==> src/rtl/mdu_pkg.sv <==
// rtl/mdu_pkg.sv - shared op/state encodings and divide-by-zero constants for the MDU
package mdu_pkg;

    typedef enum logic [2:0] {
        MDU_MULT  = 3'd0,
        MDU_MULTU = 3'd1,
        MDU_DIV   = 3'd2,
        MDU_DIVU  = 3'd3,
        MDU_MTHI  = 3'd4,
        MDU_MTLO  = 3'd5
    } mdu_op_e;

    typedef enum logic [1:0] {
        IDLE = 2'd0,
        MUL  = 2'd1,
        DIV  = 2'd2,
        DONE = 2'd3
    } mdu_state_e;

    // Divide by zero yields an all-ones quotient; the remainder is the raw dividend.
    localparam logic MDU_DIV0_LO_BIT = 1'b1;

    function automatic logic mdu_is_signed(input logic [2:0] op);
        return (op == MDU_MULT) || (op == MDU_DIV);
    endfunction

endpackage

==> src/rtl/mdu_div_iter.sv <==
// rtl/mdu_div_iter.sv - restoring radix-2 divider datapath, one quotient bit per step
module mdu_div_iter #(
    parameter int DATA_W = 32
) (
    input  logic              clk,
    input  logic              rst_n,
    input  logic              load_i,
    input  logic              step_i,
    input  logic [DATA_W-1:0] dividend_i,
    input  logic [DATA_W-1:0] divisor_i,
    output logic [DATA_W-1:0] quo_nxt_o,
    output logic [DATA_W-1:0] rem_nxt_o
);

    logic [DATA_W-1:0] rem_q, quo_q, dvs_q;
    logic [DATA_W:0]   shifted;
    logic [DATA_W-1:0] diff;
    logic              fits;

    // Remainder stays below the divisor, so the low DATA_W bits of the difference are exact.
    assign shifted   = {rem_q, quo_q[DATA_W-1]};
    assign fits      = shifted >= {1'b0, dvs_q};
    assign diff      = shifted[DATA_W-1:0] - dvs_q;
    assign rem_nxt_o = fits ? diff : shifted[DATA_W-1:0];
    assign quo_nxt_o = {quo_q[DATA_W-2:0], fits};

    always_ff @(posedge clk or negedge rst_n) begin
        if (!rst_n) begin
            rem_q <= '0;
            quo_q <= '0;
            dvs_q <= '0;
        end else if (load_i) begin
            rem_q <= '0;
            quo_q <= dividend_i;
            dvs_q <= divisor_i;
        end else if (step_i) begin
            rem_q <= rem_nxt_o;
            quo_q <= quo_nxt_o;
        end
    end

endmodule

==> src/rtl/mdu_hilo_writer.sv <==
// rtl/mdu_hilo_writer.sv - multi-cycle multiply/divide unit driving the HI/LO write port
// Build option MDU_FAST_MUL_EN: single-cycle combinational MULT/MULTU instead of shift-add.
module mdu_hilo_writer
    import mdu_pkg::*;
#(
    parameter int DATA_W = 32
) (
    input  logic              clk,
    input  logic              rst,
    input  logic              start,
    input  logic [2:0]        op,
    input  logic [DATA_W-1:0] src_a,
    input  logic [DATA_W-1:0] src_b,
    input  logic              cancel,
    output logic              busy,
    output logic              done,
    output logic              we_hi,
    output logic              we_lo,
    output logic [DATA_W-1:0] hi,
    output logic [DATA_W-1:0] lo
);

    localparam int CNT_W = $clog2(DATA_W);

    mdu_state_e          state_q, state_d;
    logic [CNT_W-1:0]    cnt_q, cnt_d;
    logic                sign_q, sign_d, sign_a_q, sign_a_d;
    logic [DATA_W-1:0]   mcand_q, mcand_d;
    logic [2*DATA_W-1:0] prod_q, prod_d;
    logic [DATA_W-1:0]   res_hi_q, res_hi_d, res_lo_q, res_lo_d;
    logic                res_whi_q, res_whi_d, res_wlo_q, res_wlo_d;
    logic                busy_q, busy_d, done_q, done_d;
    logic                we_hi_q, we_hi_d, we_lo_q, we_lo_d;
    logic [DATA_W-1:0]   hi_q, hi_d, lo_q, lo_d;

    logic                signed_op, a_neg, b_neg, accept;
    logic [DATA_W-1:0]   a_mag, b_mag;
    logic [DATA_W:0]     mul_sum;
    logic [2*DATA_W-1:0] mul_next;
    logic                div_load, div_step;
    logic [DATA_W-1:0]   quo_nxt, rem_nxt;

    assign signed_op = mdu_is_signed(op);
    assign a_neg     = signed_op & src_a[DATA_W-1];
    assign b_neg     = signed_op & src_b[DATA_W-1];
    assign a_mag     = a_neg ? (-src_a) : src_a;
    assign b_mag     = b_neg ? (-src_b) : src_b;
    assign accept    = start && !cancel && !busy_q && (state_q == IDLE);

    // Shift-add: multiplier sits in the low half of prod_q and is consumed LSB first.
    assign mul_sum  = {1'b0, prod_q[2*DATA_W-1:DATA_W]} + {1'b0, (prod_q[0] ? mcand_q : {DATA_W{1'b0}})};
    assign mul_next = {mul_sum, prod_q[DATA_W-1:1]};

`ifdef MDU_FAST_MUL_EN
    logic [2*DATA_W-1:0] ext_a, ext_b, fast_prod;
    assign ext_a     = {{DATA_W{a_neg}}, src_a};
    assign ext_b     = {{DATA_W{b_neg}}, src_b};
    assign fast_prod = ext_a * ext_b;
`endif

    mdu_div_iter #(.DATA_W(DATA_W)) u_div (
        .clk        (clk),
        .rst_n      (rst),
        .load_i     (div_load),
        .step_i     (div_step),
        .dividend_i (a_mag),
        .divisor_i  (b_mag),
        .quo_nxt_o  (quo_nxt),
        .rem_nxt_o  (rem_nxt)
    );

    always_comb begin
        state_d   = state_q;
        cnt_d     = cnt_q;
        sign_d    = sign_q;
        sign_a_d  = sign_a_q;
        mcand_d   = mcand_q;
        prod_d    = prod_q;
        res_hi_d  = res_hi_q;
        res_lo_d  = res_lo_q;
        res_whi_d = res_whi_q;
        res_wlo_d = res_wlo_q;
        hi_d      = hi_q;
        lo_d      = lo_q;
        done_d    = 1'b0;
        we_hi_d   = 1'b0;
        we_lo_d   = 1'b0;
        div_load  = 1'b0;
        div_step  = 1'b0;

        case (state_q)
            IDLE: begin
                if (accept) begin
                    case (op)
                        MDU_MTHI: begin
                            res_hi_d  = src_a;
                            res_whi_d = 1'b1;
                            res_wlo_d = 1'b0;
                            state_d   = DONE;
                        end
                        MDU_MTLO: begin
                            res_lo_d  = src_a;
                            res_whi_d = 1'b0;
                            res_wlo_d = 1'b1;
                            state_d   = DONE;
                        end
                        MDU_MULT, MDU_MULTU: begin
`ifdef MDU_FAST_MUL_EN
                            {res_hi_d, res_lo_d} = fast_prod;
                            res_whi_d = 1'b1;
                            res_wlo_d = 1'b1;
                            state_d   = DONE;
`else
                            mcand_d = a_mag;
                            prod_d  = {{DATA_W{1'b0}}, b_mag};
                            sign_d  = a_neg ^ b_neg;
                            cnt_d   = CNT_W'(DATA_W - 1);
                            state_d = MUL;
`endif
                        end
                        MDU_DIV, MDU_DIVU: begin
                            res_whi_d = 1'b1;
                            res_wlo_d = 1'b1;
                            if (src_b == '0) begin
                                res_lo_d = {DATA_W{MDU_DIV0_LO_BIT}};
                                res_hi_d = src_a;
                                state_d  = DONE;
                            end else begin
                                div_load = 1'b1;
                                sign_d   = a_neg ^ b_neg;
                                sign_a_d = a_neg;
                                cnt_d    = CNT_W'(DATA_W - 1);
                                state_d  = DIV;
                            end
                        end
                        default: ;
                    endcase
                end
            end
            MUL: begin
                if (cancel) begin
                    state_d = IDLE;
                end else begin
                    prod_d = mul_next;
                    cnt_d  = cnt_q - 1'b1;
                    if (cnt_q == '0) begin
                        {res_hi_d, res_lo_d} = sign_q ? (-mul_next) : mul_next;
                        res_whi_d = 1'b1;
                        res_wlo_d = 1'b1;
                        state_d   = DONE;
                    end
                end
            end
            DIV: begin
                if (cancel) begin
                    state_d = IDLE;
                end else begin
                    div_step = 1'b1;
                    cnt_d    = cnt_q - 1'b1;
                    if (cnt_q == '0) begin
                        res_lo_d = sign_q ? (-quo_nxt) : quo_nxt;
                        res_hi_d = sign_a_q ? (-rem_nxt) : rem_nxt;
                        state_d  = DONE;
                    end
                end
            end
            DONE: begin
                state_d = IDLE;
                done_d  = 1'b1;
                we_hi_d = res_whi_q;
                we_lo_d = res_wlo_q;
                if (res_whi_q) hi_d = res_hi_q;
                if (res_wlo_q) lo_d = res_lo_q;
            end
            default: state_d = IDLE;
        endcase

        // Registered outputs lag the FSM by one cycle, so busy also covers the write cycle.
        busy_d = (state_d != IDLE) || (state_q == DONE);
    end

    always_ff @(posedge clk or negedge rst) begin
        if (!rst) begin
            state_q   <= IDLE;
            cnt_q     <= '0;
            sign_q    <= 1'b0;
            sign_a_q  <= 1'b0;
            mcand_q   <= '0;
            prod_q    <= '0;
            res_hi_q  <= '0;
            res_lo_q  <= '0;
            res_whi_q <= 1'b0;
            res_wlo_q <= 1'b0;
            busy_q    <= 1'b0;
            done_q    <= 1'b0;
            we_hi_q   <= 1'b0;
            we_lo_q   <= 1'b0;
            hi_q      <= '0;
            lo_q      <= '0;
        end else begin
            state_q   <= state_d;
            cnt_q     <= cnt_d;
            sign_q    <= sign_d;
            sign_a_q  <= sign_a_d;
            mcand_q   <= mcand_d;
            prod_q    <= prod_d;
            res_hi_q  <= res_hi_d;
            res_lo_q  <= res_lo_d;
            res_whi_q <= res_whi_d;
            res_wlo_q <= res_wlo_d;
            busy_q    <= busy_d;
            done_q    <= done_d;
            we_hi_q   <= we_hi_d;
            we_lo_q   <= we_lo_d;
            hi_q      <= hi_d;
            lo_q      <= lo_d;
        end
    end

    assign busy  = busy_q;
    assign done  = done_q;
    assign we_hi = we_hi_q;
    assign we_lo = we_lo_q;
    assign hi    = hi_q;
    assign lo    = lo_q;

endmodule

==> config.mk <==
export PLATFORM = sky130hd
export DESIGN_NAME = mdu_hilo_writer
export DESIGN_NICKNAME = d
export VERILOG_FILES = /design/src/rtl/mdu_pkg.sv /design/src/rtl/mdu_div_iter.sv /design/src/rtl/mdu_hilo_writer.sv
export SDC_FILE = /design/constraint.sdc
export NUM_CORES = 1
export LEC_CHECK = 0
export BUFFER_PORTS_ARGS = -buffer_cell sky130_fd_sc_hd__buf_2
export CAP_MARGIN = 20
export CORE_ASPECT_RATIO = 1.4
export CORE_UTILIZATION = 61
export CTS_CLUSTER_SIZE = 24
export DETAILED_ROUTE_END_ITERATION = 12
export GPL_ROUTABILITY_DRIVEN = 0
export PLACE_DENSITY = 0.8
export SLEW_MARGIN = 5
export SYNTH_ARGS = -nofsm -noshare
export SYNTH_HDL_FRONTEND = slang
export SYNTH_HIERARCHICAL = 1
export SYNTH_SLANG_ARGS = --single-unit
export TNS_END_PERCENT = 30
==> constraint.sdc <==
create_clock -name clk -period 7.3 [get_ports clk]
set_input_delay 0 -clock clk [delete_from_list [all_inputs] [get_ports clk]]
set_output_delay 0 -clock clk [all_outputs]
set_load 0.02 [all_outputs]
==> impl_metrics.env <==
export IMPL_status="finished clean"
export IMPL_gr_usage_met1=0.452
export IMPL_crit_arrival_ps=6380
export IMPL_fp_dieW_um=167
export IMPL_routedWlPerCell_um=23.6
export IMPL_start_kind="flip-flop"
export IMPL_slowest_stage="nor4b_1"
export IMPL_clock_sinks=335
export IMPL_dp_hpwl_um=54800
export IMPL_wirelength_um=77400
export IMPL_final_cell_count_no_fill=3274
export IMPL_cts_buffer_depth=3
export IMPL_drive_gt1_frac=0.134
export IMPL_r2r_slack_ps=1340
export IMPL_grt_pass1_wl_um=118000
export IMPL_layout_common_cells="nand2_1 (378), dfrtp_1 (334), o21ai_0 (283)"
export IMPL_crit_type="flip-flop to flip-flop"
export IMPL_path_clk_slew_ps=60
export IMPL_p_per_area_mw_per_mm2=484
export IMPL_dpl_cell_count=3137
export IMPL_numCtsBuffers=36
export IMPL_setup_violations=0
export IMPL_io_pins=139
export IMPL_antenna_found_initial=4
export IMPL_ys_types=96
export IMPL_crit_path_end_kind="flip-flop"
export IMPL_via_per_inst=6.75
export IMPL_fin_ws_ps=1340
export IMPL_drv_cap=0
export IMPL_hold_start="op[1]"
export IMPL_maxSlewHeadroom=0.233
export IMPL_worstMarginPinSlew_ps=1140
export IMPL_nets=2917
export IMPL_ff2ff_path_depth=16
export IMPL_path_buf_inv=0
export IMPL_cts_tree="done"
export IMPL_clk_insertion_delay_late_ps=560
export IMPL_postCtsHoldBufs=65
export IMPL_coreArea_mm2=0.0375
export IMPL_syn_avg_cell_area_um2=8.64
export IMPL_vdd_drop_max_uv=436
export IMPL_num_vias=22100
export IMPL_synth_nets=2840
export IMPL_cp_startpoint="u_div/rem_q[19]"
export IMPL_slew_violations=0
export IMPL_drt_initial_drc_count=2755
export IMPL_ant_nets=0
export IMPL_synth_edf_count=0
export IMPL_cts_root_buf="clkbuf_16"
export IMPL_cp_slowest_stage_delay_ps=610
export IMPL_post_cts_setup_buffers=0
export IMPL_fin_worst_skew_ps=28.5
export IMPL_rsz0062_at_grt="false"
export IMPL_yosysSeqAreaShare=0.361
export IMPL_crit_family="simple AND/OR/NAND/NOR gates"
export IMPL_gr_usage_met2=0.620
export IMPL_critPathRequiredTime_ps=7720
export IMPL_timing_final_crit_share=0.816
export IMPL_num_rows=84
export IMPL_critPathMaxFanout=51
export IMPL_min_to="res_wlo_q"
export IMPL_yosys_area_top_type_share=0.361
export IMPL_drc=0
export IMPL_yosysWarnings=6
export IMPL_top_usage_layer="met2"
export IMPL_fmax_ghz=0.168
export IMPL_tns_ps=0
export IMPL_syn_cell_area_mm2=0.0233
export IMPL_start_util=0.620
export IMPL_hold_path_depth=4
export IMPL_cts_resized=0
export IMPL_gr_usage_met3=0.0854
export IMPL_track_usage=0.393
export IMPL_area_growth_pct=11.0
export IMPL_hold_violations=0
export IMPL_dieArea_mm2=0.0389
export IMPL_r2r_start="u_div/rem_q[19]"
export IMPL_synthArstFlopShare=1.00
export IMPL_ys_flop_type="dfrtp_1"
export IMPL_synth_seq_cells=335
export IMPL_hp_class="primary input to flip-flop"
export IMPL_cts_htree_levels=2
export IMPL_final_common_cell="nand2_1"
export IMPL_dp_worst_setup_slack_ps=1540
export IMPL_dr_pass1_iters=8
export IMPL_io_buffer_count=138
export IMPL_r2r_end="res_hi_q[31]"
export IMPL_min_period_ps=5960
export IMPL_p_leak_nw=11.7
export IMPL_yosysTopAreaCell="dfrtp_1"
export IMPL_overflow=0
export IMPL_syn_instance_count=2692
export IMPL_path_cells="ha_1 > nand2_2 > or3_1 > nor4_2 > a21oi_1 > o21ai_2 > nand2_4 > mux2_4 > or4_1 > nor4b_1 > nand3_1 > or3_1 > o31ai_1 > xnor2_1 > a221oi_1 > o22ai_1"
export IMPL_grt_max_degree=161
export IMPL_critPathMostFrequentCell="or3_1"
export IMPL_die_h_um=233
export IMPL_synth_area_leaders="dfrtp_1 (36%), o21ai_0 (6.1%), nand2_1 (6.1%), xnor2_1 (4.4%), ha_1 (4.0%)"
export IMPL_grt_pass1_vias=21500
-- cells in the mapped netlist (12+ instances only) --
library cell / n
a211oi_1: 18
a21o_1: 21
a21oi_1: 113
a221oi_1: 33
a22o_1: 15
a31oi_1: 13
and2_1: 47
buf_1: 14
buf_4: 35
clkbuf_1: 126
dfrtp_1: 335
ha_1: 75
inv_1: 80
mux2_2: 83
mux2i_1: 76
nand2_1: 378
nand2b_1: 18
nand3_1: 38
nand4_1: 15
nor2_1: 177
nor3_1: 39
o211a_1: 13
o211ai_1: 12
o21a_1: 22
o21ai_0: 284
o21ai_1: 24
o221ai_1: 22
o22ai_1: 13
o31ai_1: 64
o41ai_1: 24
or2_2: 25
or3_1: 30
or4_1: 23
xnor2_1: 118
xor2_1: 103
-- worst max path at each step --
| stage | end | slack [ps] | cells after the start |
|---|---|---|---|
| 2_1_floorplan | res_hi_q[31] | 2570 | 18 |
| 3_3_place_gp | res_hi_q[31] | 1760 | 16 |
| 3_5_place_dp | res_hi_q[31] | 1540 | 16 |
| 4_1_cts | res_hi_q[31] | 1520 | 16 |
| 5_1_grt | res_hi_q[31] | 1020 | 17 |
| 6_report | res_hi_q[31] | 1340 | 16 |
-- worst min-delay path, cell delays in order --
cell and delay (ps):
buf_2 150, nand2b_1 170, o21a_1 150, a21oi_1 60
-- metal layers --
| layer | part of all wire | vias up |
|---|---|---|
| li1 | - | 9751 |
| met1 | 0.35 | 10600 |
| met2 | 0.45 | 1336 |
| met3 | 0.096 | 415 |
| met4 | 0.098 | 2 |
| met5 | 0.00010 | - |
-- flip-flops by register name, summed over array words and instances, names as in the netlist, 5 cells and up --
name and cells:
prod_q 64, res_lo_q 32, u_div/quo_q 32, mcand_q 32, u_div/rem_q 32, hi 32
cnt_q 5, lo 32, res_hi_q 32, u_div/dvs_q 32
-- area by class of cell --
type	count	area (um2)
multi-input combinational	2088	13700
fill	2884	11700
sequential	335	8380
timing repair buffer	225	1590
clock buffer	49	1020
tap	473	592
inverter	83	312
clock inverter	16	156
antenna	5	12.5
-- cells by family after synthesis --
group / count (synthesis) / share of synthesized area
AOI/OAI and AO/OA: 767 / 0.213
xor gates and xnor gates: 221 / 0.0832
adders and majority gates: 77 / 0.0421
buffers and inverters: 269 / 0.0499
DFF: 335 / 0.361
muxes: 168 / 0.0784
and+or+nand+nor: 855 / 0.173
-- per-stage QoR --
step / power [W] / util / instance area [um2] / hold WS, ps
CTS: 0.0122 / 0.686 / 25700 / 0.163
global route: 0.0131 / 0.687 / 25800 / 33.3
floorplan: 0.00840 / - / 23300 / -296
finish: 0.0125 / 0.688 / 25800 / 18.9
global placement: 0.0100 / 0.636 / 23900 / 55.1
detailed placement: 0.0103 / 0.637 / 23900 / 53.3
-- where the power goes --
group          leakage [nW]  internal [W]  switching (W)
Combinational          6.87       0.00268        0.00460
Sequential             4.23       0.00265       0.000716
Clock                 0.581       0.00103       0.000811
Note: power is estimated with default switching activity, not from simulation.
